==> src/rtl/ex_rr_scheduler_pkg.sv <==
// Shared definitions for the round-robin datapath scheduler:
// FSM state encodings and the stray-pulse counter ceiling.
package ex_rr_scheduler_pkg;

  typedef enum logic [1:0] {
    ST_IDLE  = 2'd0,
    ST_ISSUE = 2'd1,
    ST_WAIT  = 2'd2,
    ST_RESP  = 2'd3
  } sched_state_e;

  localparam int          STRAY_W   = 8;
  localparam logic [7:0]  STRAY_MAX = 8'hFF;

endpackage : ex_rr_scheduler_pkg

==> src/rtl/ex_rr_arbiter.sv <==
// Combinational round-robin arbiter: grants the first requesting index at
// or after ptr, searching upward with wrap-around. Emits one-hot grant,
// binary index and an any-request flag.
module ex_rr_arbiter #(
  parameter  int N  = 4,
  localparam int IW = (N > 1) ? $clog2(N) : 1
) (
  input  logic [N-1:0]  req,
  input  logic [IW-1:0] ptr,
  output logic [N-1:0]  gnt,
  output logic [IW-1:0] gnt_idx,
  output logic          any
);

  // cand[k] is the requester index visited k steps after ptr.
  logic [IW-1:0] cand [N];

  genvar gi;
  generate
    for (gi = 0; gi < N; gi++) begin : g_cand
      logic [IW:0] sum;
      assign sum = {1'b0, ptr} + (IW+1)'(gi);
      assign cand[gi] = (sum >= (IW+1)'(N)) ? IW'(sum - (IW+1)'(N)) : sum[IW-1:0];
    end
  endgenerate

  // Scan from farthest to nearest so the nearest requester overrides.
  always_comb begin
    gnt     = '0;
    gnt_idx = '0;
    any     = 1'b0;
    for (int j = N - 1; j >= 0; j--) begin
      if (req[cand[j]]) begin
        any     = 1'b1;
        gnt_idx = cand[j];
      end
    end
    gnt[gnt_idx] = any;
  end

endmodule : ex_rr_arbiter

==> src/rtl/ex_rr_scheduler.sv <==
// Round-robin scheduler sharing one datapath among N_REQ requesters.
// One request in flight at a time: accept, pulse ce, wait (with timeout),
// then hold a tagged response until the consumer takes it.
module ex_rr_scheduler
  import ex_rr_scheduler_pkg::*;
#(
  parameter  int N_REQ   = 4,
  parameter  int DW      = 32,
  parameter  int TIMEOUT = 15,
  localparam int IW      = (N_REQ > 1) ? $clog2(N_REQ) : 1
) (
  input  logic                   clk,
  input  logic                   rst,
  input  logic [N_REQ-1:0]       req_valid,
  input  logic [N_REQ*DW-1:0]    req_data,
  output logic [N_REQ-1:0]       req_ready,
  output logic                   dp_ce,
  output logic [DW-1:0]          dp_data_in,
  input  logic                   dp_data_valid,
  input  logic signed [DW-1:0]   dp_data_out,
  output logic                   rsp_valid,
  input  logic                   rsp_ready,
  output logic signed [DW-1:0]   rsp_data,
  output logic [IW-1:0]          rsp_id,
  output logic                   rsp_err,
  output logic [STRAY_W-1:0]     stray_cnt
);

  localparam logic [7:0]    WAIT_LAST = 8'(TIMEOUT - 1);
  localparam logic [IW-1:0] LAST_ID   = IW'(N_REQ - 1);

  sched_state_e          state_q, state_d;
  logic [IW-1:0]         rr_ptr_q, rr_ptr_d;
  logic [DW-1:0]         op_q, op_d;
  logic [IW-1:0]         id_q, id_d;
  logic signed [DW-1:0]  res_q, res_d;
  logic                  err_q, err_d;
  logic [7:0]            cnt_q, cnt_d;
  logic [STRAY_W-1:0]    stray_q, stray_d;

  logic [N_REQ-1:0]      arb_gnt;
  logic [IW-1:0]         arb_idx;
  logic                  arb_any;

  ex_rr_arbiter #(.N(N_REQ)) u_arb (
    .req     (req_valid),
    .ptr     (rr_ptr_q),
    .gnt     (arb_gnt),
    .gnt_idx (arb_idx),
    .any     (arb_any)
  );

  // Next-state, register updates and the combinational accept pulse.
  always_comb begin
    state_d   = state_q;
    rr_ptr_d  = rr_ptr_q;
    op_d      = op_q;
    id_d      = id_q;
    res_d     = res_q;
    err_d     = err_q;
    cnt_d     = cnt_q;
    stray_d   = stray_q;
    req_ready = '0;

    case (state_q)
      ST_IDLE: begin
        if (arb_any) begin
          req_ready = arb_gnt;
          id_d      = arb_idx;
          for (int i = 0; i < N_REQ; i++) begin
            if (arb_gnt[i]) op_d = req_data[i*DW +: DW];
          end
          state_d = ST_ISSUE;
        end
      end
      ST_ISSUE: begin
        cnt_d   = '0;
        state_d = ST_WAIT;
      end
      ST_WAIT: begin
        cnt_d = cnt_q + 8'd1;
        // A result arriving on the last wait cycle still beats the timeout.
        if (dp_data_valid) begin
          res_d   = dp_data_out;
          err_d   = 1'b0;
          state_d = ST_RESP;
        end else if (cnt_q == WAIT_LAST) begin
          res_d   = '0;
          err_d   = 1'b1;
          state_d = ST_RESP;
        end
      end
      ST_RESP: begin
        if (rsp_ready) begin
          rr_ptr_d = (id_q == LAST_ID) ? '0 : id_q + 1'b1;
          state_d  = ST_IDLE;
        end
      end
      default: state_d = ST_IDLE;
    endcase

    // Any datapath result outside WAIT has no owner.
    if (dp_data_valid && (state_q != ST_WAIT) && (stray_q != STRAY_MAX)) begin
      stray_d = stray_q + 1'b1;
    end
  end

  // State and datapath registers with synchronous reset.
  always_ff @(posedge clk) begin
    if (rst) begin
      state_q  <= ST_IDLE;
      rr_ptr_q <= '0;
      op_q     <= '0;
      id_q     <= '0;
      res_q    <= '0;
      err_q    <= 1'b0;
      cnt_q    <= '0;
      stray_q  <= '0;
    end else begin
      state_q  <= state_d;
      rr_ptr_q <= rr_ptr_d;
      op_q     <= op_d;
      id_q     <= id_d;
      res_q    <= res_d;
      err_q    <= err_d;
      cnt_q    <= cnt_d;
      stray_q  <= stray_d;
    end
  end

  assign dp_ce      = (state_q == ST_ISSUE);
  assign dp_data_in = op_q;
  assign rsp_valid  = (state_q == ST_RESP);
  assign rsp_data   = res_q;
  assign rsp_id     = id_q;
  assign rsp_err    = err_q;
  assign stray_cnt  = stray_q;

endmodule : ex_rr_scheduler

==> config.mk <==
export PLATFORM = sky130hd
export DESIGN_NAME = ex_rr_scheduler
export DESIGN_NICKNAME = d
export VERILOG_FILES = /design/src/rtl/ex_rr_scheduler_pkg.sv /design/src/rtl/ex_rr_arbiter.sv /design/src/rtl/ex_rr_scheduler.sv
export SDC_FILE = /design/constraint.sdc
export NUM_CORES = 1
export LEC_CHECK = 0
export BUFFER_PORTS_ARGS = -buffer_cell sky130_fd_sc_hd__buf_2
export CORE_MARGIN = 10
export CORE_UTILIZATION = 42
export CTS_CLUSTER_DIAMETER = 60
export CTS_CLUSTER_SIZE = 20
export DETAILED_ROUTE_END_ITERATION = 12
export GPL_TIMING_DRIVEN = 0
export PLACE_DENSITY_LB_ADDON = 0.05
export SLEW_MARGIN = 30
export SYNTH_ARGS = -nofsm -noshare
export SYNTH_HDL_FRONTEND = slang
export SYNTH_SLANG_ARGS = --single-unit
==> constraint.sdc <==
create_clock -name clk -period 1.71 [get_ports clk]
set_clock_uncertainty 0.05 [all_clocks]
set_input_delay 0.171 -clock clk [delete_from_list [all_inputs] [get_ports clk]]
set_output_delay 0.171 -clock clk [all_outputs]
set_load 0.1 [all_outputs]
==> results by group <==
Global route
  – Vias in the first global route: 6137
  – Total Routing Usage GR: 0.2321
  – Largest net degree at the start of global routing: 16
  – Global route overflow: 0
  – First-pass GRT wire length: 31.51 mm
  – Initial antenna violation count: 2

Clock tree
  – Clock root buffer: clkbuf_16
  – Clk buf depth: 2
  – Later-pin clock latency in the skew report: 0.35 ns
  – TritonCTS Buffers: 9
  – CTS sink cnt: 87
  – CTS Hold Bufs: 0
  – CTS H-tree depth: 3
  – CTS tree: yes
  – Reg clk slew, reported paths: 0.07 ns

Yosys
  – Post-synth ARST share: 0
  – Sequential fraction of the synthesis area: 0.3449
  – Largest cells by area after synthesis: dfxtp_1 (34%), a21oi_1 (7.6%), a32o_1 (6.3%), o2111ai_1 (5.6%), o221ai_1 (5.6%)
  – Ys flop type: dfxtp_1
  – Synth top area share: 0.3449
  – Number of flops mapped to enable cells by yosys: 0
  – Synth warnings: 0
  – Mean Syn Cell Area: 8.306 um2
  – Cell variety after synth: 53
  – Cell area after synthesis: 5050 um2
  – Post-Syn Nets: 784
  – Yosys top cell by area: dfxtp_1
  – #FFs+latches synth: 87
  – Commonest cells in the netlist: dfxtp_1 (87), a21oi_1 (77), nand2_1 (43)
  – Most common cell in the netlist: dfxtp_1
  – Post-Synthesis Cells: 608

Floorplanning
  – Die Area: 16810 um2
  – Horiz. Die Dim: 129.7 um
  – Ports: 249
  – Core box area: 11610 um2
  – Die H: 129.7 um
  – Initial core utilization: 0.4348
  – Row count: 39

Route
  – WL/cell: 20.65 um
  – DRT Pass-1 Iters: 5
  – WL final: 21.93 mm
  – Post-route ant nets: 0
  – First-iteration detailed-routing DRC count: 532
  – Via count: 6163
  – DRC: 0
  – DR vias/cell: 5.803

Cells and area
  – Storage cell area: 1768 um2
  – P&R area growth vs syn: 53.32%
  – Ratio of cells with drive above 1 in the final layout: 0.4728
  – Final #Nets: 1089
  – Fillers: 1014
  – Post-route cell area: 7742 um2
  – Post-Route Utilization: 0.6667
  – Multi-input gate area: 3128 um2
  – Finished Layout Cells: 1062

Critical path
  – Crit start category: flop
  – Crit path kind: flop to primary output
  – Worst Path Max Fanout: 7
  – Req. time, crit path: 1.49 ns
  – Setup crit end kind: primary output
  – Worst Path Arrival: 1.82 ns
  – Worst r2r path cells: 7

STA
  – Final hold vios: 0
  – Fin crit share: 1.195
  – Endpoints failing setup: 37
  – Tmin final: 2.043 ns
  – Worst-margin pin slew: 0.5737 ns
  – Worst slew margin: 0.6175
  – Worst hold margin: 0.005253 ns
  – RSZ-0062 raised after global routing: yes
  – Setup slack after layout: -0.3326 ns
  – Peak Freq: 489.6 MHz
  – Slew Limit Fails: 0

Hold path
  – Class of the worst hold path: input pin to flop
  – Min-Delay Path Depth: 3

Run status
  – Run status: finished with violations
  – Violated checks: setup timing

Placed design
  – Placed cell areas: 6538 um2
  – Inst Count DP: 997
  – Buffers added on ports: 246
  – Gpl congestion: 0.8812
  – Hpwl dp: 15.43 mm
  – Worst slack at placement: -0.4945 ns

Power
  – Pleak: 3.402 nW
  – VDD IR max: 0.9127 mV
  – Pwr dens: 1387 nW/um2

Job
  – Max_cap viols: 0
==> final timing paths <==
check                                      from             end  slack [ns]
worst max-delay path                rr_ptr_q[1]    req_ready[0]       -0.33
worst min-delay path            dp_data_out[28]    rsp_data[28]       0.005
worst max register to register      rr_ptr_q[0]  dp_data_in[19]       -0.16
worst min register to register      rsp_data[6]     rsp_data[6]        0.41
==> through the flow <==
stage / TNS, ns / power (W)
finish: -5.200 / 0.01074
detailed placement: -19.06 / 0.008199
global route: -7.480 / 0.01116
floorplan: -1.004 / 0.007101
CTS: -1.861 / 0.01055
global placement: -15.62 / 0.008138
==> layout by cell type, fill, tap and decap left out, drive strengths merged, types with 4 or more instances in the layout <==
master and count:
a21oi 79, a32o 32, and3 4, buf 329, clkbuf 42, clkinv 4, dfxtp 87, ha 8
inv 40, nand2 43, nand3b 32, nand4 4, nor2 16, nor2b 7, nor3 6, nor3b 33
o2111ai 32, o21ai 38, o221ai 32, or3 5, xor2 5
==> state kept, by name, summed over array words and instances (netlist names) <==
name and count:
cnt_q 8, dp_data_in 32, rr_ptr_q 2, rsp_data 32, rsp_err 1, rsp_id 2, state_q 2, stray_cnt 8
==> power by group <==
group	internal, W	leakage [nW]	switching [W]	total [W]
Combinational	0.00154	2.55	0.00456	0.00611
Clock	0.00103	0.139	0.000894	0.00193
Sequential	0.00245	0.717	0.000255	0.00270
Total	0.00502	3.40	0.00571	0.0107
==> routing by layer <==
layer / global-route usage / up-vias / part of all wire
met4: 0.09127 / 2 / 0.026
met2: 0.4004 / 302 / 0.49
met3: 0.09013 / 43 / 0.11
met5: 0 / - / 0.00078
li1: - / 2920 / -
met1: 0.2515 / 2896 / 0.37
==> cell families (layout without fill, tap and decap cells) <==
group                      count (synthesis)  in the layout  synth area share
AOI/OAI and AO/OA                        229            230            0.3238
other                                      0              1                 0
and+or+nand+nor                          169            169            0.1992
buffers and inverters                    107            416           0.09787
DFF                                       87             87            0.3449
xor gates and xnor gates                   6              6           0.01041
muxes                                      2              2          0.003964
adders and majority gates                  8              8           0.01982
==> worst max-delay path, cell delays in order (launching register included) <==
cell and delay, ns:
dfxtp_2 0.35, buf_6 0.14, nand2_4 0.05, a211oi_4 0.29
buf_6 0.17, nor2_4 0.05, nor3_4 0.21, buf_12 0.20
==> timing repair <==
action	CTS	global route
resized for setup	87	92
setup buffers	27	21
pin swaps	26	51
cloned	2	5
endpoints found under the setup margin	75	70
==> area by class of cell <==
class | instances | share of cell area
multi-input combinational | 415 | 0.4040
timing repair buffer | 298 | 0.2317
sequential | 87 | 0.2283
buffer | 63 | 0.05672
clock buffer | 10 | 0.03087
tap | 143 | 0.02311
inverter | 39 | 0.01923
clock inverter | 6 | 0.005656
antenna | 1 | 0.0003232
No activity file was read; power rests on OpenSTA's default activity.
